--- src/rtl/wdog_ctrl_if.sv ---
// Bundles the watchdog's configuration write port, timer count and status outputs.
// master = register decode / timer side, slave = wdog_ctrl.
interface wdog_ctrl_if #(
  parameter int WDOG_CNT = 16
);
  logic                cfg_we;
  logic [1:0]          cfg_addr;
  logic [15:0]         cfg_wdata;
  logic [WDOG_CNT-1:0] wdog_timer_cnt;
  logic                wdog_act;
  logic                wdog_relaod;
  logic                wdog_irq;
  logic                wdog_rst_req;
  logic [1:0]          wdog_state;
  logic                wdog_locked;

  modport master (
    output cfg_we, cfg_addr, cfg_wdata, wdog_timer_cnt,
    input  wdog_act, wdog_relaod, wdog_irq, wdog_rst_req, wdog_state, wdog_locked
  );

  modport slave (
    input  cfg_we, cfg_addr, cfg_wdata, wdog_timer_cnt,
    output wdog_act, wdog_relaod, wdog_irq, wdog_rst_req, wdog_state, wdog_locked
  );
endinterface

--- src/rtl/wdog_ctrl.sv ---
// Watchdog sequencer: IDLE -> RUN -> WARN (irq) -> RESET (rst_req), with keyed feed and register lock.
// All outputs registered; WDOG_CNT must not exceed the 16-bit write data width.
module wdog_ctrl #(
  parameter int          WDOG_CNT   = 16,
  parameter int          RST_CYCLES = 8,
  parameter logic [15:0] FEED_KEY0  = 16'hA5A5,
  parameter logic [15:0] FEED_KEY1  = 16'h5A5A,
  parameter logic [15:0] UNLOCK_KEY = 16'h1ACC
) (
  input logic        fclk,
  input logic        sys_rst_n,
  wdog_ctrl_if.slave bus
);

  typedef enum logic [1:0] {
    ST_IDLE  = 2'd0,
    ST_RUN   = 2'd1,
    ST_WARN  = 2'd2,
    ST_RESET = 2'd3
  } state_t;

  localparam logic [WDOG_CNT-1:0] LOAD_ONE = {{(WDOG_CNT-1){1'b0}}, 1'b1};
  localparam logic [7:0]          RST_LAST = 8'(RST_CYCLES - 1);

  state_t              state_q, state_d;
  logic                act_q, act_d;
  logic                relaod_q, relaod_d;
  logic                irq_q, irq_d;
  logic                rst_req_q, rst_req_d;
  logic                locked_q, locked_d;
  logic                en_q, en_d;
  logic                rst_en_q, rst_en_d;
  logic [WDOG_CNT-1:0] load_q, load_d;
  logic                key_armed_q, key_armed_d;
  logic [7:0]          rst_cnt_q, rst_cnt_d;
  logic                mask_q, mask_d;

  logic                ctrl_wr, load_wr, key_wr, lock_wr;
  logic                feed, timeout;
  logic [WDOG_CNT-1:0] wdata_load;

  always_comb begin
    state_d     = state_q;
    act_d       = act_q;
    relaod_d    = 1'b0;
    irq_d       = irq_q;
    rst_req_d   = rst_req_q;
    locked_d    = locked_q;
    en_d        = en_q;
    rst_en_d    = rst_en_q;
    load_d      = load_q;
    key_armed_d = key_armed_q;
    rst_cnt_d   = rst_cnt_q;
    mask_d      = relaod_q;
    feed        = 1'b0;

    ctrl_wr    = bus.cfg_we && (bus.cfg_addr == 2'd0) && !locked_q && (state_q != ST_RESET);
    load_wr    = bus.cfg_we && (bus.cfg_addr == 2'd1) && !locked_q && (state_q != ST_RESET);
    key_wr     = bus.cfg_we && (bus.cfg_addr == 2'd2);
    lock_wr    = bus.cfg_we && (bus.cfg_addr == 2'd3);
    wdata_load = bus.cfg_wdata[WDOG_CNT-1:0];

    // The count seen during and just after a reload is stale, so it cannot time out.
    timeout = (bus.wdog_timer_cnt >= load_q) && !relaod_q && !mask_q;

    if (lock_wr) locked_d = (bus.cfg_wdata != UNLOCK_KEY);

    if (key_wr) begin
      if (bus.cfg_wdata == FEED_KEY0) begin
        key_armed_d = 1'b1;
      end else begin
        key_armed_d = 1'b0;
        feed        = (bus.cfg_wdata == FEED_KEY1) && key_armed_q;
      end
    end

    if (ctrl_wr) begin
      en_d     = bus.cfg_wdata[0];
      rst_en_d = bus.cfg_wdata[1];
    end

    if (load_wr) load_d = (wdata_load == '0) ? LOAD_ONE : wdata_load;

    case (state_q)
      ST_IDLE: begin
        act_d     = 1'b0;
        irq_d     = 1'b0;
        rst_req_d = 1'b0;
        if (ctrl_wr && bus.cfg_wdata[0]) begin
          state_d  = ST_RUN;
          act_d    = 1'b1;
          relaod_d = 1'b1;
        end
      end
      ST_RUN: begin
        if (ctrl_wr && !bus.cfg_wdata[0]) begin
          state_d = ST_IDLE;
          act_d   = 1'b0;
          irq_d   = 1'b0;
        end else if (feed) begin
          relaod_d = 1'b1;
        end else if (timeout) begin
          state_d  = ST_WARN;
          relaod_d = 1'b1;
          irq_d    = 1'b1;
        end
      end
      ST_WARN: begin
        if (ctrl_wr && !bus.cfg_wdata[0]) begin
          state_d = ST_IDLE;
          act_d   = 1'b0;
          irq_d   = 1'b0;
        end else if (feed) begin
          state_d  = ST_RUN;
          relaod_d = 1'b1;
          irq_d    = 1'b0;
        end else if (timeout) begin
          if (rst_en_q) begin
            state_d   = ST_RESET;
            act_d     = 1'b0;
            rst_req_d = 1'b1;
            rst_cnt_d = RST_LAST;
          end else begin
            relaod_d = 1'b1;
          end
        end
      end
      ST_RESET: begin
        if (rst_cnt_q == 8'd0) begin
          state_d   = ST_IDLE;
          irq_d     = 1'b0;
          rst_req_d = 1'b0;
          en_d      = 1'b0;
        end else begin
          rst_cnt_d = rst_cnt_q - 8'd1;
        end
      end
      default: state_d = ST_IDLE;
    endcase
  end

  always_ff @(posedge fclk) begin
    if (!sys_rst_n) begin
      state_q     <= ST_IDLE;
      act_q       <= 1'b0;
      relaod_q    <= 1'b0;
      irq_q       <= 1'b0;
      rst_req_q   <= 1'b0;
      locked_q    <= 1'b0;
      en_q        <= 1'b0;
      rst_en_q    <= 1'b0;
      load_q      <= '1;
      key_armed_q <= 1'b0;
      rst_cnt_q   <= 8'd0;
      mask_q      <= 1'b0;
    end else begin
      state_q     <= state_d;
      act_q       <= act_d;
      relaod_q    <= relaod_d;
      irq_q       <= irq_d;
      rst_req_q   <= rst_req_d;
      locked_q    <= locked_d;
      en_q        <= en_d;
      rst_en_q    <= rst_en_d;
      load_q      <= load_d;
      key_armed_q <= key_armed_d;
      rst_cnt_q   <= rst_cnt_d;
      mask_q      <= mask_d;
    end
  end

  assign bus.wdog_act     = act_q;
  assign bus.wdog_relaod  = relaod_q;
  assign bus.wdog_irq     = irq_q;
  assign bus.wdog_rst_req = rst_req_q;
  assign bus.wdog_state   = state_q;
  assign bus.wdog_locked  = locked_q;

endmodule

--- src/flat_wrapper.sv ---
// flat-port wrapper written by rule: the top's interface ports become plain ports
module wdog_ctrl_flat 
#(
  parameter int          WDOG_CNT   = 16,
  parameter int          RST_CYCLES = 8,
  parameter logic [15:0] FEED_KEY0  = 16'hA5A5,
  parameter logic [15:0] FEED_KEY1  = 16'h5A5A,
  parameter logic [15:0] UNLOCK_KEY = 16'h1ACC
)
  (fclk, sys_rst_n, bus_cfg_we, bus_cfg_addr, bus_cfg_wdata, bus_wdog_timer_cnt, bus_wdog_act, bus_wdog_relaod, bus_wdog_irq, bus_wdog_rst_req, bus_wdog_state, bus_wdog_locked);
  wdog_ctrl_if #(.WDOG_CNT(WDOG_CNT)) bus_i ();
  input logic fclk;
  input logic sys_rst_n;
  input wire logic [$bits(bus_i.cfg_we)-1:0] bus_cfg_we;
  input wire logic [$bits(bus_i.cfg_addr)-1:0] bus_cfg_addr;
  input wire logic [$bits(bus_i.cfg_wdata)-1:0] bus_cfg_wdata;
  input wire logic [$bits(bus_i.wdog_timer_cnt)-1:0] bus_wdog_timer_cnt;
  output wire logic [$bits(bus_i.wdog_act)-1:0] bus_wdog_act;
  output wire logic [$bits(bus_i.wdog_relaod)-1:0] bus_wdog_relaod;
  output wire logic [$bits(bus_i.wdog_irq)-1:0] bus_wdog_irq;
  output wire logic [$bits(bus_i.wdog_rst_req)-1:0] bus_wdog_rst_req;
  output wire logic [$bits(bus_i.wdog_state)-1:0] bus_wdog_state;
  output wire logic [$bits(bus_i.wdog_locked)-1:0] bus_wdog_locked;
  assign bus_i.cfg_we = bus_cfg_we;
  assign bus_i.cfg_addr = bus_cfg_addr;
  assign bus_i.cfg_wdata = bus_cfg_wdata;
  assign bus_i.wdog_timer_cnt = bus_wdog_timer_cnt;
  assign bus_wdog_act = bus_i.wdog_act;
  assign bus_wdog_relaod = bus_i.wdog_relaod;
  assign bus_wdog_irq = bus_i.wdog_irq;
  assign bus_wdog_rst_req = bus_i.wdog_rst_req;
  assign bus_wdog_state = bus_i.wdog_state;
  assign bus_wdog_locked = bus_i.wdog_locked;
  wdog_ctrl #(.WDOG_CNT(WDOG_CNT), .RST_CYCLES(RST_CYCLES), .FEED_KEY0(FEED_KEY0), .FEED_KEY1(FEED_KEY1), .UNLOCK_KEY(UNLOCK_KEY)) u_core (.fclk(fclk), .sys_rst_n(sys_rst_n), .bus(bus_i));
endmodule
--- config.mk ---
export PLATFORM = sky130hd
export DESIGN_NAME = wdog_ctrl_flat
export DESIGN_NICKNAME = d
export VERILOG_FILES = /design/src/rtl/wdog_ctrl_if.sv /design/src/rtl/wdog_ctrl.sv /design/src/flat_wrapper.sv
export SDC_FILE = /design/constraint.sdc
export NUM_CORES = 1
export LEC_CHECK = 0
export ABC_AREA = 1
export BUFFER_PORTS_ARGS = -buffer_cell sky130_fd_sc_hd__clkbuf_2
export CAP_MARGIN = 10
export CORE_MARGIN = 10
export CORE_UTILIZATION = 61
export CTS_BUF_LIST = sky130_fd_sc_hd__clkbuf_8
export DETAILED_ROUTE_END_ITERATION = 8
export GPL_TIMING_DRIVEN = 0
export PLACE_DENSITY = 0.95
export SETUP_SLACK_MARGIN = 0.02
export SLEW_MARGIN = 10
export SYNTH_ARGS = -nofsm -noshare
export SYNTH_HDL_FRONTEND = slang
export SYNTH_SLANG_ARGS = --single-unit
--- constraint.sdc ---
create_clock -name fclk -period 4.72 [get_ports fclk]
set_input_delay 0 -clock fclk [delete_from_list [all_inputs] [get_ports fclk]]
set_output_delay 0 -clock fclk [all_outputs]
set_load 0.01 [all_outputs]
==> results of run 1 <==
## report_power, final
part           internal [mW]  switching [mW]
Clock                  0.117           0.117
Sequential             0.317          0.0243
Combinational          0.154           0.250
## placed cells by master (no fill, tap or decap), types with 3 or more instances in the layout
master,instances
nand2_1,68
inv_1,52
clkbuf_2,42
nor2_1,38
dfxtp_1,34
a21oi_1,27
ha_1,23
o21ai_0,15
nand3_1,13
nand4_1,11
nor3_1,7
o211ai_1,7
nor4_1,6
clkbuf_8,6
clkbuf_1,4
inv_2,3
xnor2_1,3
dlygate4sd3_1,3
## logic make-up after synthesis
family | Yosys count | share of synthesized area
fa+ha+maj | 23 | 0.1244
flops | 34 | 0.2942
buf+inv | 62 | 0.1017
simple gates | 159 | 0.3250
compound gates | 56 | 0.1358
xor+xnor | 5 | 0.01893
## through the flow
| step | total power, mW | instance area (um^2) | worst slack [ns] | utilization |
|---|---|---|---|---|
| 2_1_floorplan | 0.6349 | 2313 | 2.949 | - |
| 3_3_place_gp | 0.7162 | 2584 | 2.638 | 0.7057 |
| 3_5_place_dp | 0.7405 | 2584 | 2.582 | 0.7057 |
| 4_1_cts | 0.9749 | 2709 | 2.573 | 0.7399 |
| 5_1_grt | 1.046 | 2709 | 2.359 | 0.7399 |
| 6_report | 0.9810 | 2709 | 2.566 | 0.7399 |
## final timing paths
kind	start	end	slack (ns)
min reg2reg	u_core.bus.wdog_irq	u_core.bus.wdog_irq	0.46
max reg2reg	u_core.load_q[5]	u_core.rst_cnt_q[0]	2.57
min	bus_cfg_wdata[12]	u_core.load_q[12]	0.01
max	u_core.load_q[5]	u_core.rst_cnt_q[0]	2.57
## registers in the layout, indices dropped and copies added, names as in the netlist
signal / cells
u_core.load_q: 16
u_core.rst_cnt_q: 8
u_core.bus.wdog_state: 2
u_core.bus.wdog_act: 1
u_core.bus.wdog_irq: 1
u_core.bus.wdog_locked: 1
u_core.bus.wdog_relaod: 1
u_core.bus.wdog_rst_req: 1
u_core.key_armed_q: 1
u_core.mask_q: 1
u_core.rst_en_q: 1
## layer usage
| metal | GRT usage | wire [um] |
|---|---|---|
| met1 | 0.2030 | 2359 |
| met2 | 0.3294 | 3029 |
| met3 | 0.06441 | 611 |
| met4 | 0.07823 | 125 |
| met5 | 0 | 0 |
## worst register-to-register path: cells and delay by family (launching register included)
family,cells,cell delay (ns)
AND/OR/NAND/NOR,12,1.29
flip-flops,1,0.35
adder cells (fa/ha/maj),1,0.29
buffers and inverters,3,0.14
## final cells by class
class,count,area [um^2],share of cell area
multi-input cells,243,1398,0.5159
flip-flops and latches,34,680.7,0.2513
repair buffers,45,240.2,0.08868
inverters,57,216.5,0.07991
clock buffers,6,82.58,0.03048
well taps,48,60.06,0.02217
plain buffers,5,18.77,0.006928
clock inverters,2,12.51,0.004619
## what timing repair did
| item | in CTS | in global routing |
|---|---|---|
| hold buffers | 3 | 0 |
| buffers inserted | 0 | 0 |
| hold endpoints to repair | 3 | 0 |
==> metrics.md, run 1 <==
| Metric | Value |
|---|---|
| Outcome | finished clean |
| Crit-path max cell delay | 0.35 ns |
| Layout area overhead | 17.09% |
| CP delay by family, top | simple AND/OR/NAND/NOR gates |
| EDFF count, synth | 0 |
| Synthesized cell area | 2313 um^2 |
| WP buf/inv | 3 |
| Post-Place Cells | 429 |
| Synth top area share | 0.2942 |
| Die ar. | roughly 6700 um^2 |
| TritonCTS buffer count | 5 |
| Worst Skew | between 0.009 and 0.01 ns |
| Post-cts gate resize count | 0 |
| Count leader, synth | nand2_1 |
| Worst Setup Path Type | flop to flop |
| Top cells by count, synth | nand2_1, inv_1, nor2_1 |
| GRT Total Usage | 0.1881 |
| Slowest-stage cell, CP | dfxtp_1 |
| Critical Path, Cell by Cell | inv_1 -> ha_1 -> nand2_1 -> inv_1 -> nand2_1 -> nor2_1 -> nor2_1 -> nand2_1 -> nand2_1 -> nand2_1 -> nand2_1 -> nand2_1 -> nand2_4 -> inv_2 -> nor2_1 -> nor2_1 |
| Synth Register Bits | 34 |
| Most area-hungry cell type in the Yosys netlist | dfxtp_1 |
| Setup violators final | 0 |
| Worst-Skew Late Latency | about 0.3 ns |
| Post-Synthesis Cells | 339 |
| Global placement routability congestion | 0.9364 |
| Post-DP HPWL | ~4800 um |
| Initial antenna violation count | 0 |
| Worst Hold Depth | 3 |
| Antenna cells | 0 |
| Slew Viols, Final | 0 |
| Final period util | 0.4564 |
| DR DRC count | 0 |
| Setup_tns | 0 ns |
| Fin nets | around 450 |
| Worst Setup Start Kind | flop |
| Filler cells | 277 |
| DRT Pass-1 Iters | 4 |
| Via-to-Cell Ratio | around 5.7 |
| CTS Buffer Depth | 2 |
| Top_reg_cell synth | dfxtp_1 |
| RSZ-0062 raised after global routing | no |
| Measured slew at the worst slew-check pin | 0.5563 ns |
| PD cells | approximately 360 nW/um^2 |
| Vias | 2486 |
| First DRT Iteration DRCs | 164 |
| Clock sink total | 34 |
| Detail Route Antenna Nets | 0 |
| Final Non-Filler Cells | 440 |
| Top cells by area, synth | dfxtp_1, ha_1, nand2_1 |
| Final hold vios | 0 |
| CP Max Fanout | 9 |
| Leak | approximately 1.5 nW |
| Initial Util | 0.6319 |
| Slew margin rel. | 0.6291 |
| Syn. warnings | 0 |
| Cell repeated most along the worst path | nand2_1 |
| Syn Area/Cell | 6.824 um^2 |
| Max_cap viols | 0 |
| Die Width | 81.59 um |
| Final WL | a little over 6000 um |
| Clock Root Buffer | clkbuf_8 |
| Row cnt | 22 |
| Arr. time, crit path | about 2.4 ns |
| Syn nets | 399 |
| Total core area | 3661 um^2 |
| Worst path required time | 4.92 ns |
| Minimum clock period | 2.154 ns |
| F_max | 464.2 MHz |
| First-pass GRT wire length | 10050 um |
| Critical path depth | 16 |
| HP Class | input pin to flop |
| R2R cell count | 16 |
| CTS H-tree depth | 2 |
| Asr flop ratio synth | 0 |
| Port Buf Inserts | 42 |
| CP Capture Type | flop |
| Pin count of the biggest net entering global routing | 12 |
| Gr ovfl total | 0 |
| Number of primary I/O pins | 44 |
| Post-synth cell types | 36 |
| DR WL/cell | 13.92 um |
| Share of cells above drive strength 1 | 0.1735 |
| Die Span Y | between 80 and 90 um |
| VDD IR max | 232.8 uV |
| Vias in the first global route | 2370 |
| Hold Slack | around 0.011 ns |
| CTS tree | done |
| Seq/Total Area, Yosys | 0.2942 |
| Clk pin slew, worst setup/hold paths | 0.08 ns |
Power figures use the tool's default switching activity.
==> run 2: changes to the inputs <==
Settings changed: CORE_UTILIZATION 61 to 52, PLACE_DENSITY 0.95 to 0.9.
Clock period 4.72 ns to 1.8 ns, I/O delays scaled along.
==> run 2 against run 1 <==
  * The flow now finishes with violations (setup timing)
  * Critical path depth is 3 lower
  * Global-route usage is 1.4 points higher
  * Clock power grew to 3.1 times the previous value
  * Critical endpoint is now u_core.rst_cnt_q[6]
  * Largest power group unchanged
==> metrics.md, run 2 (synthesis results as in run 1) <==
| Metric | Value |
|---|---|
| Post-DP HPWL | 4708 um |
| CTS tree | done |
| GRT Total Usage | 0.2023 |
| First DRT Iteration DRCs | 398 |
| Clk pin slew, worst setup/hold paths | roughly 0.080 ns |
| Worst path required time | ~2.0 ns |
| Routing usage on met3 | 0.06379 |
| Sw Ratio | 0.4192 |
| CP Max Fanout | 7 |
| Number of primary I/O pins | 44 |
| Flop-to-flop setup slack | -0.27 ns |
| Logic pwr share | 0.477 |
| Fin nets | 467 |
| CP endpoint | u_core.rst_cnt_q[6] |
| Global placement routability congestion | 0.8643 |
| Slew Viols, Final | 0 |
| Most frequent cells in the layout | nand2_1, inv_1, clkbuf_2, nor2_1, dfxtp_1 |
| F_max | 482.1 MHz |
| Final period util | 1.152 |
| Arr. time, crit path | 2.22 ns |
| Vias in the first global route | 2791 |
| Final WL | 9020 um |
| Clock share of power | 0.229 |
| Layout area overhead | 37.70% |
| Total core area | roughly 4300 um^2 |
| Post-Place Cells | 433 |
| Leak | 1.553 nW |
| R2r endpoint | u_core.rst_cnt_q[6] |
| Minimum clock period | 2.074 ns |
| Antenna cells | 0 |
| Reg power frac | 0.294 |
| Worst Setup Path Type | flop to flop |
| Met1 Use GR | 0.2086 |
| Slew margin rel. | 0.5721 |
| DR DRC count | 0 |
| Int Power | 1.826 mW |
| Vias | 2908 |
| VDD IR max | 684.2 uV |
| Setup slack after layout | -0.2742 ns |
| Pin count of the biggest net entering global routing | 12 |
| CTS H-tree depth | 2 |
| First-pass GRT wire length | 12490 um |
| Final hold vios | 0 |
| PD cells | 986.7 nW/um^2 |
| DR WL/cell | slightly below 20 um |
| TritonCTS buffer count | 5 |
| Worst-Skew Late Latency | 0.30 ns |
| Initial Util | 0.5350 |
| Max_cap viols | 0 |
| CP Capture Type | flop |
| CTS Buffer Depth | 2 |
| RSZ-0062 raised after global routing | yes |
| Die Span Y | 86.70 um |
| Grt peak-use layer | met2 |
| Outcome | finished, violations left |
| Via-to-Cell Ratio | 6.322 |
| Commonest non-fill, non-tap cell in the layout | nand2_1 |
| Max reg flops | 16 |
| Setup violators final | 14 |
| Hold Slack | around 0.028 ns |
| Final Non-Filler Cells | between 400 and 500 |
| Die Width | 86.70 um |
| Row cnt | 24 |
| Most flops, register | u_core.load_q |
| Gr ovfl total | 0 |
| Crit Reg-Reg Startpoint | u_core.load_q[2] |
| Die ar. | approximately 7500 um^2 |
| Initial antenna violation count | 0 |
| Detail Route Antenna Nets | 0 |
| Clock sink total | 34 |
| Measured slew at the worst slew-check pin | 0.6419 ns |
| HP Class | input pin to flop |
| Worst Skew | 0.007802 ns |
| Total net switching power | approximately 1.3 mW |
| Port Buf Inserts | 42 |
| Failing checks | setup timing |
| Met2 usage | 0.3362 |
| Worst Setup Start Kind | flop |
| DRT Pass-1 Iters | 7 |
| Clock Root Buffer | clkbuf_8 |
| Share of cells above drive strength 1 | 0.3529 |
| Crit path from | u_core.load_q[2] |
| R2R cell count | 13 |
==> run 2: cell count changes in the layout (fill, tap and decap cells not counted), moves of 9 or more <==
cell | previous run | this run
ha_4 | 0 | 9
dfxtp_2 | 0 | 9
nand2_1 | 68 | 56
dfxtp_1 | 34 | 25
ha_1 | 23 | 13
buf_4 | 0 | 10
==> run 2: power groups by stage <==
stage               Clock (mW)  Combinational [mW]  Sequential (mW)
floorplan                    0               0.752            0.913
global placement             0               0.973            0.907
detailed placement           0                1.02            0.911
CTS                      0.705                1.24            0.910
global route             0.747                1.60            0.932
finish                   0.719                1.50            0.926
==> run 2: cell type report <==
cell class              count  area [um^2]
flip-flops and latches     34        691.9
clock buffers               5        68.82
clock inverters             3        40.04
multi-input cells         245         1713
fillers                   289         1139
repair buffers             59        367.9
well taps                  52        65.06
plain buffers               5        20.02
inverters                  57        219.0
==> run 2: timing repair <==
action / 4_1_cts / 5_1_grt
hold endpoints to repair: 4 / 0
cloned: 2 / 0
resized for setup: 38 / 39
pin swaps: 14 / 28
hold buffers: 4 / 0
setup buffers: 7 / 6
endpoints found under the setup margin: 28 / 18
==> run 2: per-layer routing <==
metal,share of wire,up-vias
met1,0.35,1297
met4,0.090,0
li1,-,1250
met5,0,-
met3,0.11,96
met2,0.45,265
==> run 2: worst min-delay path by stage <==
stage	start	end	slack, ns	depth (start not counted)
2_1_floorplan	bus_cfg_wdata[11]	u_core.load_q[11]	0.13	2
4_1_cts	bus_cfg_wdata[12]	u_core.load_q[12]	0.007	3
3_5_place_dp	bus_cfg_wdata[8]	u_core.load_q[8]	0.28	3
3_3_place_gp	bus_cfg_wdata[11]	u_core.load_q[11]	0.27	3
6_report	bus_cfg_wdata[1]	u_core.load_q[1]	0.03	3
5_1_grt	bus_cfg_wdata[5]	u_core.load_q[5]	0.03	3
==> run 2: critical path, stage by stage, from the launching register on <==
cell and delay (ns):
dfxtp_2 0.36, inv_1 0.08, ha_4 0.27, nand4_1 0.14
nor2_2 0.17, nor2_1 0.07, nand2_1 0.10, nand2_1 0.07
nand2_2 0.12, nand2_8 0.12, nand2_8 0.16, nand2_8 0.09
nand2_1 0.10, a21oi_1 0.08
==> run 2: per-stage QoR <==
stage,power (mW),setup slack (ns),utilization,area [um^2],setup TNS (ns)
after floorplan,1.665,0.02874,-,2313,0
after global placement,1.880,-0.2911,0.5987,2589,-3.272
after detailed placement,1.936,-0.3565,0.5987,2589,-4.396
after CTS,2.855,-0.02875,0.6884,2977,-0.04942
after global routing,3.283,-0.3396,0.7367,3186,-3.973
final,3.143,-0.2742,0.7367,3186,-2.889
==> run 3: changes to the inputs <==
Settings changed: SKIP_CTS_REPAIR_TIMING from default to 1.
==> run 3 against run 2 <==
  * The flow finishes with violations (hold timing, setup timing)
  * Core utilization increased by 2.3 points
  * Fmax increased by 3.1%
  * Critical path depth decreased by 1
  * Via count decreased by 3.0%
  * Non-clock buffer count decreased by 2
  * Sequential share of layout area decreased by 0.50 points
  * Sequential power about the same
  * Critical endpoint is now u_core.rst_cnt_q[0]
  * Worst hold slack got worse by 0.073 ns
  * Largest power group unchanged
  * Wire length decreased by 3.7%
  * Global-route usage decreased by 3.6 points
==> metrics.md, run 3 (synthesis results as in run 1) <==
| Metric | Value |
|---|---|
| Initial antenna violation count | 0 |
| First DRT Iteration DRCs | 420 |
| Clock sink total | 34 |
| Failing checks | hold timing, setup timing |
| CTS Buffer Depth | 2 |
| Max_cap viols | 0 |
| Post-DP HPWL | 4708 um |
| Layout area overhead | 41.97% |
| CTS tree | done |
| DR DRC count | 0 |
| Clk pin slew, worst setup/hold paths | 0.09 ns |
| Share of cells above drive strength 1 | 0.4138 |
| Worst Setup Path Type | flop to flop |
| Die ar. | 7517 um^2 |
| VDD IR max | 747.7 uV |
| Fin nets | around 470 |
| Most flops, register | u_core.load_q |
| Hold Slack | -0.04454 ns |
| Register Area | 696.9 um^2 |
| Setup violators final | 13 |
| Gr ovfl total | 0 |
| Antenna cells | 0 |
| Worst Setup Start Kind | flop |
| Logic pwr share | 0.486 |
| Max reg flops | 16 |
| Worst Hold Depth | 3 |
| Pin count of the biggest net entering global routing | 12 |
| Total core area | 4324 um^2 |
| HP Start | bus_cfg_wdata[8] |
| Vias | 2820 |
| Worst-Skew Late Latency | 0.31 ns |
| Final WL | 8686 um |
| TritonCTS buffer count | 5 |
| Worst Skew | between 0.01 and 0.015 ns |
| Most frequent cells in the layout | nand2_1, clkbuf_2, inv_1, nor2_1, dfxtp_1 |
| Area of the multi-input gates | 1831 um^2 |
| Measured slew at the worst slew-check pin | 0.6897 ns |
| Slew Viols, Final | 0 |
| Clock Root Buffer | clkbuf_8 |
| Via-to-Cell Ratio | around 6 |
| HP Class | input pin to flop |
| PD cells | a little under 1000 nW/um^2 |
| Total net switching power | ~1.4 mW |
| Filler cells | 278 |
| DR WL/cell | 18.97 um |
| Crit Reg-Reg Startpoint | u_core.rst_cnt_q[3] |
| Slew margin rel. | 0.5402 |
| Initial Util | 0.5350 |
| Clock share of power | 0.227 |
| Detail Route Antenna Nets | 0 |
| Minimum clock period | a little over 2 ns |
| Global placement routability congestion | 0.8643 |
| Number of primary I/O pins | 44 |
| Die Span Y | 86.70 um |
| DRT Pass-1 Iters | 6 |
| Sw Ratio | 0.4231 |
| Flop-to-flop setup slack | -0.21 ns |
| First-pass GRT wire length | 10430 um |
| Post-Place Cells | 433 |
| Final hold vios | 2 |
| Vias in the first global route | roughly 2400 |
| CTS H-tree depth | 2 |
| RSZ-0062 raised after global routing | yes |
| GRT Total Usage | 0.1663 |
| Commonest non-fill, non-tap cell in the layout | nand2_1 |
| Setup slack after layout | -0.2117 ns |
| Die Width | 86.70 um |
| Final period util | 1.118 |
| Worst path required time | around 2 ns |
| CP Capture Type | flop |
| Final Non-Filler Cells | roughly 460 |
| CP Max Fanout | 8 |
| Port Buf Inserts | 42 |
| R2R cell count | 12 |
| R2r endpoint | u_core.rst_cnt_q[0] |
| F_max | 497.1 MHz |
| Row cnt | 24 |
| Worst Hold End | u_core.load_q[8] |
| Leak | 1.546 nW |
| Outcome | finished, violations left |
| Int Power | ~1.9 mW |
| Reg power frac | 0.287 |
| Arr. time, crit path | approximately 2.2 ns |
==> run 3: critical path, cell delays in order, from the launching register on <==
cell	delay (ns)
dfxtp_1	0.46
or2_1	0.20
nor2_2	0.06
nand3_1	0.11
nand2_1	0.13
inv_2	0.15
a21oi_4	0.05
nor3_4	0.28
buf_12	0.19
nand2_8	0.09
inv_4	0.08
nor2_2	0.04
nor2_1	0.10
==> run 3: layer usage <==
metal / track usage / routed length (um)
met4: 0.07216 / 546
met2: 0.2913 / 4133
met5: 0 / 0
met1: 0.1824 / 3206
met3: 0.04597 / 798
==> run 3: worst max path at each step <==
stage,slack (ns),to,cells after the start,start
CTS,-0.38,u_core.rst_cnt_q[0],16,u_core.load_q[7]
finish,-0.21,u_core.rst_cnt_q[0],12,u_core.rst_cnt_q[3]
global route,-0.27,u_core.rst_cnt_q[7],11,u_core.rst_cnt_q[3]
detailed placement,-0.36,u_core.rst_cnt_q[0],16,u_core.load_q[7]
floorplan,0.03,u_core.bus.wdog_state[0],11,u_core.bus.wdog_state[0]
global placement,-0.29,u_core.rst_cnt_q[1],16,u_core.load_q[5]
==> run 3: power groups by stage <==
stage	Combinational (mW)	Clock, mW	Sequential (mW)
final	1.57	0.734	0.926
after global routing	1.68	0.753	0.935
after CTS	1.04	0.705	0.894
after detailed placement	1.02	0	0.911
after global placement	0.973	0	0.907
after floorplan	0.752	0	0.913
==> run 3: metrics by stage <==
step | setup slack [ns] | power [mW] | setup TNS, ns | utilization | area [um^2]
after CTS | -0.3798 | 2.637 | -4.960 | 0.6238 | 2698
after global routing | -0.2686 | 3.367 | -3.092 | 0.7595 | 3284
after detailed placement | -0.3565 | 1.936 | -4.396 | 0.5987 | 2589
after global placement | -0.2911 | 1.880 | -3.272 | 0.5987 | 2589
after floorplan | 0.02874 | 1.665 | 0 | - | 2313
final | -0.2117 | 3.226 | -2.048 | 0.7595 | 3284
==> run 3: layout make-up <==
| cell class | instances | share of cell area |
|---|---|---|
| buffer | 5 | 0.006095 |
| inverter | 57 | 0.06819 |
| tap | 52 | 0.01981 |
| multi-input combinational | 245 | 0.5573 |
| timing repair buffer | 57 | 0.1032 |
| sequential | 34 | 0.2122 |
| clock inverter | 3 | 0.01219 |
| clock buffer | 5 | 0.02095 |
